File: src/rtl/instr_decode_block.sv
// Decode stage: 4x8 register file with write-back bypass, busy-bit scoreboard,
// hazard stall, and a registered issue port to the execution stage.
module instr_decode_block (
  input  logic        clk,
  input  logic        reset,
  input  logic [15:0] instr,
  input  logic        instr_valid,
  output logic        instr_ready,
  input  logic        ex_stall,
  input  logic        wb_en,
  input  logic [1:0]  wb_addr,
  input  logic [7:0]  wb_data,
  output logic [4:0]  op_dec,
  output logic [7:0]  A,
  output logic [7:0]  B,
  output logic [1:0]  rd_ex,
  output logic        out_valid,
  output logic [7:0]  stall_cnt
);
  localparam int NREG = 4;

  typedef enum logic [1:0] {IDLE, ISSUE, HOLD} state_t;

  state_t                   state, state_nxt;
  logic [NREG-1:0][7:0]     rf;
  logic [NREG-1:0]          busy, busy_nxt, eff_busy;

  logic       imm_sel;
  logic [4:0] op;
  logic [1:0] rd, rs;
  logic [7:0] imm8, rd_val, rs_val;
  logic       hz, issue, writes;

  assign imm_sel = instr[15];
  assign op      = instr[14:10];
  assign rd      = instr[9:8];
  assign rs      = instr[7:6];
  assign imm8    = instr[7:0];

  // A write-back landing this cycle is visible to the read ports immediately.
  always_comb begin
    rd_val = (wb_en && wb_addr == rd) ? wb_data : rf[rd];
    rs_val = (wb_en && wb_addr == rs) ? wb_data : rf[rs];
  end

  always_comb begin
    eff_busy = busy;
    for (int i = 0; i < NREG; i++)
      if (wb_en && wb_addr == 2'(i)) eff_busy[i] = 1'b0;
  end

  assign hz          = instr_valid & (eff_busy[rd] | (~imm_sel & eff_busy[rs]));
  assign instr_ready = reset & ~ex_stall & ~hz;
  assign issue       = instr_valid & instr_ready;
  assign writes      = (op != 5'b00000) && (op != 5'b11111);

  // Set after clear so an issue claiming the register being retired wins.
  always_comb begin
    busy_nxt = busy;
    if (wb_en)           busy_nxt[wb_addr] = 1'b0;
    if (issue && writes) busy_nxt[rd]      = 1'b1;
  end

  always_ff @(posedge clk) begin
    if (!reset) begin
      rf   <= '0;
      busy <= '0;
    end else begin
      if (wb_en) rf[wb_addr] <= wb_data;
      busy <= busy_nxt;
    end
  end

  always_ff @(posedge clk) begin
    if (!reset) state <= IDLE;
    else        state <= state_nxt;
  end

  always_comb begin
    state_nxt = state;
    if (ex_stall) begin
      if (state == ISSUE) state_nxt = HOLD;
    end else begin
      state_nxt = issue ? ISSUE : IDLE;
    end
  end

  assign out_valid = (state != IDLE);

  always_ff @(posedge clk) begin
    if (!reset) begin
      op_dec <= '0;
      A      <= '0;
      B      <= '0;
      rd_ex  <= '0;
    end else if (!ex_stall) begin
      if (issue) begin
        op_dec <= op;
        A      <= rd_val;
        B      <= imm_sel ? imm8 : rs_val;
        rd_ex  <= rd;
      end else begin
        op_dec <= 5'b00000;
      end
    end
  end

  always_ff @(posedge clk) begin
    if (!reset)
      stall_cnt <= '0;
    else if (instr_valid && hz && !ex_stall && stall_cnt != 8'hFF)
      stall_cnt <= stall_cnt + 8'd1;
  end
endmodule

File: config.mk
export PLATFORM = sky130hd
export DESIGN_NAME = instr_decode_block
export DESIGN_NICKNAME = d
export VERILOG_FILES = /design/src/rtl/instr_decode_block.sv
export SDC_FILE = /design/constraint.sdc
export NUM_CORES = 1
export LEC_CHECK = 0
export CAP_MARGIN = 20
export CELL_PAD_IN_SITES_DETAIL_PLACEMENT = 1
export CELL_PAD_IN_SITES_GLOBAL_PLACEMENT = 1
export CORE_UTILIZATION = 43
export DETAILED_ROUTE_END_ITERATION = 10
export HOLD_SLACK_MARGIN = 0.08
export PLACE_DENSITY = 0.92
export SLEW_MARGIN = 20
export SYNTH_ARGS = -nofsm -noshare
export SYNTH_HDL_FRONTEND = slang
export SYNTH_SLANG_ARGS = --single-unit
File: constraint.sdc
create_clock -name clk -period 5.4 [get_ports clk]
set_input_delay 0.81 -clock clk [delete_from_list [all_inputs] [get_ports clk]]
set_output_delay 0.81 -clock clk [all_outputs]
set_load 0.05 [all_outputs]
; ---- Word-level counts from Yosys, hierarchy flattened
; Index checks and enable logic that the tools add are counted.
[word_totals]
ff_bits = 69
output_inout_bits = 33
wordCells = 84
[classes]
addsub = 1
order_cmp = 5
n_eq_ne = 9
muxes = 28
n_bitwise = 12
reduce_logical = 18
[ops]
columns = operator, count
row1 = $mux 8, 6
row2 = $bmux 8 s2, 2
row3 = $bwmux 32, 1
row4 = $demux 8 s2, 1
row5 = $logic_and 1x1->1, 13
row6 = $lt 2x3->1 const B, 3
row7 = $mux 1, 9
row8 = $add 8x1->8 const B, 1
row9 = $mux 4, 2
row10 = $ne 8x8->1 const B, 1
row11 = $and 1x1->1, 5
row12 = $mux 5, 1
row13 = $ne 5x5->1 const B, 1
row14 = $reduce_bool 5->1, 1
row15 = $and 4x4->4, 1
row16 = $bmux 1 s2, 2
row17 = $demux 1 s2, 2
row18 = $eq 2x1->1 const B, 2
row19 = $eq 2x2->1, 2
row20 = $eq 2x2->1 const B, 2
row21 = $ge 2x1->1 const B, 2
row22 = $mux 2, 2
row23 = $not 4->4, 1
row24 = $or 4x4->4, 1
row25 = other kinds (7), 9

; ---- Logic depth before layout (Yosys ltp)
[depth]
ltp_word = 13
ltp_mapped = 11
depth_no_buf = 6

; ---- Worst setup path after synthesis
; Ideal clock, no wire load.
[synth_path]
path_type = input to output
from = in wb_addr[1]
to = out instr_ready
arrival_ps = 2685
required_time_ps = 4590
path_slack_ps = 1905
cell_stages = 7
path_cell_list = buf_2 or3b_1 buf_6 a32oi_2 a31o_4 nand2_1 a21oi_1
[synth_between]
elab_chain_cells = 10
elab_cells_between_ends = 21
cone_classes = 3 x eq/ne / 8 x mux / 5 x bitwise / 5 x reduce/logical
[synth_rtl]
columns = item, line
row1 = from (decl), 11  ; input logic [1:0] wb_addr,
row2 = $eq 2x1->1 (tied with other cells), 49  ; if (wb_en && wb_addr == 2'(i)) eff_busy[i] = 1'b0;
row3 = $logic_and 1x1->1, 49
row4 = $mux 1, 49
row5 = $bmux 1 s2, 52  ; assign hz = instr_valid & (eff_busy[rd] | (~imm_sel & eff_busy[rs]));
row6 = $mux 1 (implied by the code), 52
row7 = $and 1x1->1, 52
row8 = $or 1x1->1 *, 52
row9 = $and 1x1->1 *, 52
row10 = $not 1->1 *, 53  ; assign instr_ready = reset & ~ex_stall & ~hz;
row11 = $and 1x1->1 *, 53
row12 = to (decl), 8  ; output logic instr_ready,
; Mark *: on every way between the ends. The rest lies on a longest branch, timed or not. The select of a mux whose other input is x is not followed.

; ---- Final worst setup path
[layout_path]
from = in wb_addr[0]
to = out instr_ready
; Same word-level chain as after synthesis.

==> metrics.cfg <==
[status]
run_status=completed

[placed_design]
portBuffers=63
dpl.hpwl_um=6742
dp_slack_ns=0.9721
place.gp.congestion=0.8253

[sta]
fin_setup_tns_ns=0
setup_viol=0
rsz0062_at_grt=false
slew_headroom_pct=49.87
fin_crit_sh_pct=83.64
timing.fmax_ghz=0.2214
tightest_slew_ns=0.7513
setup_slack_ns=0.8836
clock_skew_ns=0.004537
maxSlewViolCount=0
hold_viol=0
hold_ws_ns=0.4649
min_period_ns=4.516

[clocking]
root_buffer=clkbuf_8
cts.sinks=69
clockBufferDepth=2
h-tree-depth=3
post-cts-setup-buffers=0
cts_made_buffers=9
cts_resized=0
tritoncts=done
cts.clk_slew.worst_paths_ns=0.07
clk_latency_ns=0.35
cts_hold_buf=0

[cells_and_area]
diodes=0
layout-drive-gt1-share_pct=10.19
nFillCells=902
finalNetCount=459
area.growth.synth_to_final_pct=22.69
layout_commonest_cell=nand2_1
final_cell_mix=nand2_1 (111), dfxtp_1 (69), clkdlybuf4s50_1 (62)

[pwr]
p_switching_w=0.0003031
pwr-share-clk_pct=32.9
ir_worst_vdd_mv=0.1284
p_int_w=0.0007675
p_leak_nw=1.713
p_seq_share_pct=50.2
power.density_mw_per_mm2=248.8
power_w=0.001071
swShare_pct=28.31
combPwrFrac_pct=16.8

[min_path]
hold-path-cell-count=2
hold_path_end=B[5]
hold_start=B[5]
hp-class=flop to flop

[synth]
synth_edf_count=0
synth_cell_type_count=41
syn_inst=376
async_flop_share_pct=0
synth_area_sq_mm=0.003507
synth_warnings=0
synth-main-ff-cell=dfxtp_1
ys_seq_area_share_pct=39.39
ys_ff_latch=69
synth_nets=408
postSynthAreaPerCell_sq_um=9.327

[setup_path]
reg2reg_depth=7
crit_path_end_kind=primary output
r2r_slack_ns=3.12
start_kind=primary input
cp_num_buf_inv=2
crit_path_cell_trace=clkdlybuf4s50_1 -> or3b_1 -> a32oi_2 -> a31o_4 -> nand2_1 -> a21oi_1 -> clkdlybuf4s50_1
cp.arrival_ns=3.71
reg2reg_to=A[6]
critPathMostFrequentCell=clkdlybuf4s50_1
cpMaxStageDelayCell=clkdlybuf4s50_1
cp_top_family=buffers and inverters
max_stage_delay_ns=0.84
crit_fanout=11
r2r-start=busy[1]
path_class=primary input to primary output
required_ns=4.59

[floorplanning]
start_util_pct=44.92
core-area_sq_mm=0.007807
num_rows=32
fp.dieH_um=92.31
ios=64
dieArea_sq_mm=0.008521
die_w_um=92.31

[drt]
first_pass_iters=4
drt-total-wl_um=9561
initialDrtViolationCount=108
wire_per_inst_um=17.90
vias=3073
drtAntennaViolNets=0
vias_per_cell=5.755
drc=0

[grt]
grt_pass1_wl_um=15440
grt_overflow=0
grt_usage_pct=23.79
grt_pass1_vias=3121
grt_max_degree=72
antenna_found_initial=0

[job]
maxCapViolations=0

-- through the flow --
| stage | area (sq um) | std cells | util [%] |
|---|---|---|---|
| 2_1_floorplan | 3507 | 376 | - |
| 3_3_place_gp | 4145 | 518 | 53.09 |
| 3_5_place_dp | 4145 | 518 | 53.09 |
| 4_1_cts | 4298 | 534 | 55.05 |
| 5_1_grt | 4303 | 534 | 55.11 |
| 6_report | 4303 | 534 | 55.11 |
-- flip-flops by register name, summed over array words and instances, names as in the netlist --
signal,flops
busy,4
A,8
rd_ex,2
op_dec,5
state,2
B,8
rf,32
stall_cnt,8
-- Yosys cell counts (5+ instances only) --
master    instances  area share (%)
a21boi_0         32             6.8
a22o_1            5             1.2
buf_2             8             1.1
clkbuf_1         12             1.3
dfxtp_1          69              39
mux2i_1          25             7.1
mux4_2           17              11
nand2_1         111              12
nand2b_1          6             1.1
nand3_1          10             1.4
nand4_1           5            0.89
o211a_1           8             2.3
o21ai_0          17             2.4
-- worst register-to-register path, delay by kind of cell, from the launching register on --
family | cells | cell delay [ns]
and+or+nand+nor | 3 | 0.97
AOI/OAI and AO/OA | 3 | 0.49
buffers and inverters | 1 | 0.39
DFF | 1 | 0.33
-- how the worst max path moves through the flow --
| stage | start | to | cells after the start |
|---|---|---|---|
| detailed placement | wb_en | instr_ready | 7 |
| CTS | wb_en | instr_ready | 7 |
| global route | wb_addr[1] | instr_ready | 7 |
| global placement | wb_en | instr_ready | 7 |
| finish | wb_addr[0] | instr_ready | 7 |
| floorplan | wb_addr[1] | instr_ready | 7 |
-- power by group through the flow --
stage          registers [W]  logic [W]  clock network [W]
5_1_grt             0.000539   0.000193           0.000384
6_report            0.000538   0.000180           0.000353
3_3_place_gp        0.000548   0.000174                  0
2_1_floorplan       0.000574  0.0000875                  0
3_5_place_dp        0.000549   0.000180                  0
4_1_cts             0.000538   0.000181           0.000360
-- routing by layer --
metal / vias to the layer above / track usage [%] / part of all wire, %
li1: 1423 / - / -
met1: 1548 / 27.69 / 43
met2: 84 / 42.65 / 51
met3: 18 / 4.269 / 4.2
met4: 0 / 10.03 / 2.3
met5: - / 0 / 0
-- area by class of cell --
type                            count  area [sq um]  area share, %
Inverter                            3         11.26         0.2617
Sequential cell                    69          1381          32.10
Clock inverter                      2         10.01         0.2326
Clock buffer                       14         142.6          3.315
Multi-Input combinational cell    276          1967          45.71
Tap cell                          102         127.6          2.966
Timing Repair Buffer               68         663.1          15.41
-- cells by family after synthesis --
family	after synthesis	share of synthesized area (%)
adder cells (fa/ha/maj)	1	0.3567
XOR/XNOR	5	1.249
AO/OA/AOI/OAI	72	16.34
flip-flops	69	39.39
buffers and inverters	31	4.673
AND/OR/NAND/NOR	156	19.94
multiplexers	42	18.05
(Power assumes the default switching activity.)
==> RTL edit 1: new RTL, same settings <==
Set the localparam `NREG` to 5 (it was 4).
--- a/src/rtl/instr_decode_block.sv
+++ b/src/rtl/instr_decode_block.sv
@@ -19,3 +19,3 @@
 );
-  localparam int NREG = 4;
+  localparam int NREG = 5;
 
Function: same outputs for any inputs over 4 cycles, from zero or initial values and one cycle with reset low; that may be too few to reach the edited logic, so the function may still have changed.
==> RTL edit 1 against the original RTL <==
- sequential cell count did not move
- final cell count rose by 0.94%
- final area rose by 2.1%
- synthesized area barely moved
- non-clock buffer count rose by 5
- worst hold slack got worse by 11 ps
- setup slack got worse by 130 ps
- routed wire length rose by 11%
- clock skew rose by 4.9 ps
- via count rose by 2.8%
- power rose by 10%
- critical path type unchanged
- largest power group unchanged
==> RTL edit 1: results (changes against the original RTL) <==
Post-synthesis mux area share - 21.7% (+3.7 points)
Final-stage net count - 464 (+1.1%)
Detailed-route wire length on metal 1 - 4420 µm (+8.6%)
Arrival time at the worst endpoint - 3840 ps (+130 ps)
Proportion of layout cells with a drive suffix above 1 - 12.1% (+1.9 points)
Filler cell count - 891 (-1.2%)
Cell types with the largest area share after synthesis - dfxtp_1 39%, mux4_2 11%, mux2i_1 11%, nand2_1 6.6%, a21oi_1 4.0%
Global-route total usage across every layer - 26.5% (+2.7 points)
Worst Min Path Start - B[1]$_SDFFE_PN0P_
Pin count of the biggest net entering global routing - 39 (-46%)
Met3 routing resource usage after global routing - 5.34% (+1.1 points)
Adder-cell area share of the yosys netlist - 0.357% (about the same)
Status - finished clean
Met2 routed wirelength - 5320 µm (+9.4%)
Worst Hold Path EP - B[1]$_SDFFE_PN0P_
Most frequent cells after synthesis - 69 x dfxtp_1, 62 x nand2_1, 38 x mux2i_1
Net switching power figure - 0.000321 W (+5.9%)
Fraction of the mapped netlist area in compound gates - 14.5% (-1.9 points)
Number of vias per cell after detailed routing - 5.86 (+1.8%)
Max incr delay on CP - 700 ps (-140 ps)
Placer Congestion - 0.803 (-2.7%)
Footprint of the multi-input gates - 1950 µm² (-0.64%)
Static leakage power - 1.68 nW (-1.8%)
Number of global-route vias before repair - 3343 (+7.1%)
Instance area at placement - 4190 µm² (+1.0%)
M2 GR Usage - 47.3% (+4.6 points)
==> RTL edit 1: cell count changes in the layout (fill, tap and decap cells not counted), moves of 4 or more <==
cell | before | now
buf_4 | 5 | 10
a21oi_2 | 1 | 5
a211oi_1 | 0 | 10
nand2_1 | 111 | 62
o21ai_0 | 17 | 12
o21ai_1 | 0 | 8
mux2i_1 | 25 | 38
a21oi_1 | 2 | 28
o31ai_2 | 4 | 0
a21boi_0 | 32 | 0
o211a_1 | 8 | 0
nor2_1 | 3 | 21
nand3_1 | 10 | 19
==> RTL edit 1: stage by stage <==
| step | cells | power [W] | hold slack, ps | setup slack, ps |
|---|---|---|---|---|
| 6_report | 539 | 0.00118 | 454 | 753 |
| 2_1_floorplan | 376 | 0.000664 | 437 | 2170 |
| 5_1_grt | 539 | 0.00123 | 484 | 637 |
| 3_5_place_dp | 523 | 0.000735 | 449 | 816 |
| 3_3_place_gp | 523 | 0.000728 | 445 | 908 |
| 4_1_cts | 539 | 0.00119 | 459 | 756 |
==> RTL edit 1: power by group through the flow <==
stage / clock network (W) / logic (W) / registers, W
floorplan: 0 / 0.0000919 / 0.000572
global placement: 0 / 0.000181 / 0.000547
detailed placement: 0 / 0.000187 / 0.000548
CTS: 0.000461 / 0.000189 / 0.000537
global route: 0.000489 / 0.000201 / 0.000538
finish: 0.000456 / 0.000189 / 0.000537
==> RTL edit 1: cell type report <==
class,count,share of cell area [%]
Inverter,5,0.427
Sequential cell,69,31.4
Clock buffer,11,2.99
Clock inverter,5,1.71
Tap cell,102,2.90
Multi-Input combinational cell,274,44.5
Timing Repair Buffer,73,16.1
==> RTL edit 1: worst reg2reg max path, cell delays in order (launching register included) <==
cell and delay (ps):
dfxtp_1 310, nand2_1 120, mux4_2 360, nand4_1 170, nor2_1 630, buf_4 330, a211oi_1 90
==> RTL edit 2: new RTL, same settings <==
Without the edit above. Register the output `stall_cnt` once more, cleared by the reset; this adds one clock of latency there. The other outputs are not delayed to match.
--- a/src/rtl/instr_decode_block.sv
+++ b/src/rtl/instr_decode_block.sv
@@ -22,2 +22,4 @@
   typedef enum logic [1:0] {IDLE, ISSUE, HOLD} state_t;
+
+  logic [7:0] stall_cnt_s0;
 
@@ -109,6 +111,14 @@
     if (!reset)
+      stall_cnt_s0 <= '0;
+    else if (instr_valid && hz && !ex_stall && stall_cnt_s0 != 8'hFF)
+      stall_cnt_s0 <= stall_cnt_s0 + 8'd1;
+  end
+  always_ff @(posedge clk) begin
+    if (!reset) begin
       stall_cnt <= '0;
-    else if (instr_valid && hz && !ex_stall && stall_cnt != 8'hFF)
-      stall_cnt <= stall_cnt + 8'd1;
+    end else begin
+      stall_cnt <= stall_cnt_s0;
+    end
   end
+
 endmodule
Check against the original RTL: not equivalent (a bounded check fails within 4 cycles, from zero or initial values and one cycle with reset low).
==> RTL edit 2 against the original RTL <==
- final area is 4.2% higher
- routed wire length is 4.5% higher
- power up 18%
- worst hold slack improved by 1.5 ps
- die area grew 1.8%
- non-clock buffer count grew 4
- utilization up 1.7 points
- via count grew 0.20%
- global-route usage is 0.77 points higher
- setup slack better by 160 ps
- register-to-register slack gained 70 ps
- synthesized area is 1.8% higher
- first-iteration DRC count shrank 14%
- sequential cell count grew 8
- critical path type unchanged
- largest cell class unchanged
==> RTL edit 2: results (changes against the original RTL) <==
Global-route total usage across every layer - 24.6% (+0.77 points)
CTS H-tree depth - 3 (unchanged)
Slowest library cell on the worst path - clkdlybuf4s50_1
First-pass iteration count of the detailed router - 4 (unchanged)
Max incr delay on CP - 810 ps (-30 ps)
Top fanout value on the critical path - 10 (-1)
Cell types with the largest area share after synthesis - dfxtp_1 43%, mux4_2 10%, mux2i_1 9.5%, nand2_1 6.7%, nor2_1 3.6%
Mean cell area of the mapped netlist - 9.42 µm² (+1.0%)
Buffers from clock root to sink, at most - 2 (unchanged)
Dominant delay contributor by cell family on the critical path - buffers and inverters
Uppermost metal layer occupied by signal nets - met4
Most frequent cells after synthesis - 77 x dfxtp_1, 64 x nand2_1, 34 x mux2i_1, 34 x nor2_1
Clock buffers created by TritonCTS - 9 (unchanged)
Proportion of layout cells with a drive suffix above 1 - 10.9% (+0.75 points)
Library cell used as clock root buffer - clkbuf_8
Arrival time at the worst endpoint - 3550 ps (-160 ps)
Total of cells resized after clock tree synthesis - 0 (unchanged)
Number of nets produced by synthesis - 411 (+0.74%)
Clock transition at the registers of the reported paths - 70 ps (about the same)
Proportion of synthesized chip area in sequential cells - 43.2% (+3.8 points)
ANT cells - 0 (unchanged)
PortBufs - 63 (unchanged)
Slew HR - 37.2% (-13 points)
Largest register by flop count - rf
Met3 wirelength from detailed routing - 433 µm (+7.2%)
Detailed Route Iter0 Violations - 93 (-14%)
Peak ir drop on the vdd network - 0.119 mV (-7.2%)
Detailed placer's ending HPWL - 6910 µm (+2.5%)
Buffer count from post-CTS setup fixing - 0 (unchanged)
Via Count - 3079 (+0.20%)
Number of antenna violations at the first check in global routing - 0 (unchanged)
Async set or reset register ratio after synthesis - 0% (unchanged)
Met2 routed wirelength - 5140 µm (+5.5%)
Switching share of power - 26.4% (-1.9 points)
Class of the tightest hold or removal check - reg2reg
Post-synth cell types - 44 (+7.3%)
Detailed-route wire length on metal 1 - 4260 µm (+4.7%)
Count of warnings emitted by yosys - 0 (unchanged)
Pin count of the biggest net entering global routing - 54 (-25%)
Instance area at placement - 4260 µm² (+2.7%)
Largest register FFs - 32 (unchanged)
Number of global-route vias before repair - 3244 (+3.9%)
Status - finished clean
Global-route wire length before repair - 16300 µm (+5.9%)
Source-to-sink clock delay at the later pin of the worst-skew pair - 360 ps
Number of cells after detailed placement - 525 (+1.4%)
Static leakage power - 1.68 nW (-2.0%)
Worst clock skew on the final layout - 14.3 ps (+9.75 ps)
DR WL/cell - 18.5 µm (+3.1%)
Count of placed standard cells in the final layout, fillers left out - 541 (+1.3%)
Final-stage net count - 466 (+1.5%)
Placer Congestion - 0.777 (-5.9%)
[RTL edit 2: cell types whose count changed after synthesis, sizes merged, moves of 4 or more]
cell    unedited run  this run
o211a              8         0
o21ai             17        25
a21boi            32         0
nand2            111        64
a211oi             0         8
and2               3         7
nor2               3        34
dfxtp             69        77
a21oi              3        24
mux2i             25        34
[RTL edit 2: cells by family (layout without fill, tap and decap cells)]
group	count (synthesis)	after routing	share of synthesized area (%)
buffers and inverters	33	93	4.41
xor gates and xnor gates	5	5	1.23
AOI/OAI and AO/OA	73	73	12.7
and+or+nand+nor	140	140	18.5
DFF	77	77	43.2
muxes	50	50	19.6
adders and majority gates	1	1	0.350
[RTL edit 2: worst paths after layout]
path | startpoint | to | slack [ps] | cells after the start
setup / recovery | wb_addr[1] | instr_ready | 1040 | 9
hold / removal | B[3]$_SDFFE_PN0P_ | B[3]$_SDFFE_PN0P_ | 470 | 2
setup reg to reg | busy[1]$_SDFF_PN0_ | A[7]$_SDFFE_PN0P_ | 3190 | 7
hold reg to reg | B[3]$_SDFFE_PN0P_ | B[3]$_SDFFE_PN0P_ | 470 | 2
[RTL edit 2: metal layers]
metal  vias to the layer above  global-route usage (%)
li1                       1449                       -
met5                         -                       0
met2                        97                    42.6
met3                        12                    4.15
met4                         0                    8.59
met1                      1521                    30.7
[RTL edit 2: final cells by class]
cell class / count / area [µm²]
sequential: 77 / 1540
clock inverter: 6 / 86.3
multi-input combinational: 269 / 1870
fill: 883 / 3410
timing repair buffer: 72 / 698
tap: 102 / 128
inverter: 5 / 18.8
clock buffer: 10 / 138
[RTL edit 2: through the flow]
step	util, %	worst slack (ps)
4_1_cts	56.8	1060
3_3_place_gp	54.0	1140
5_1_grt	56.8	902
6_report	56.8	1040
3_5_place_dp	54.0	1070
2_1_floorplan	-	2250
[RTL edit 2: power groups by stage]
stage,clock (W),combinational [W],sequential [W]
floorplan,0,0.0000860,0.000628
global placement,0,0.000169,0.000606
detailed placement,0,0.000175,0.000607
CTS,0.000499,0.000177,0.000594
global route,0.000526,0.000189,0.000596
finish,0.000491,0.000177,0.000594
[RTL edit 2: tightest hold or removal path: cells and delay by family (launching register included)]
| kind | cells | cell delay [ps] |
|---|---|---|
| simple gates | 1 | 50 |
| compound gates | 1 | 60 |
| flops | 1 | 310 |
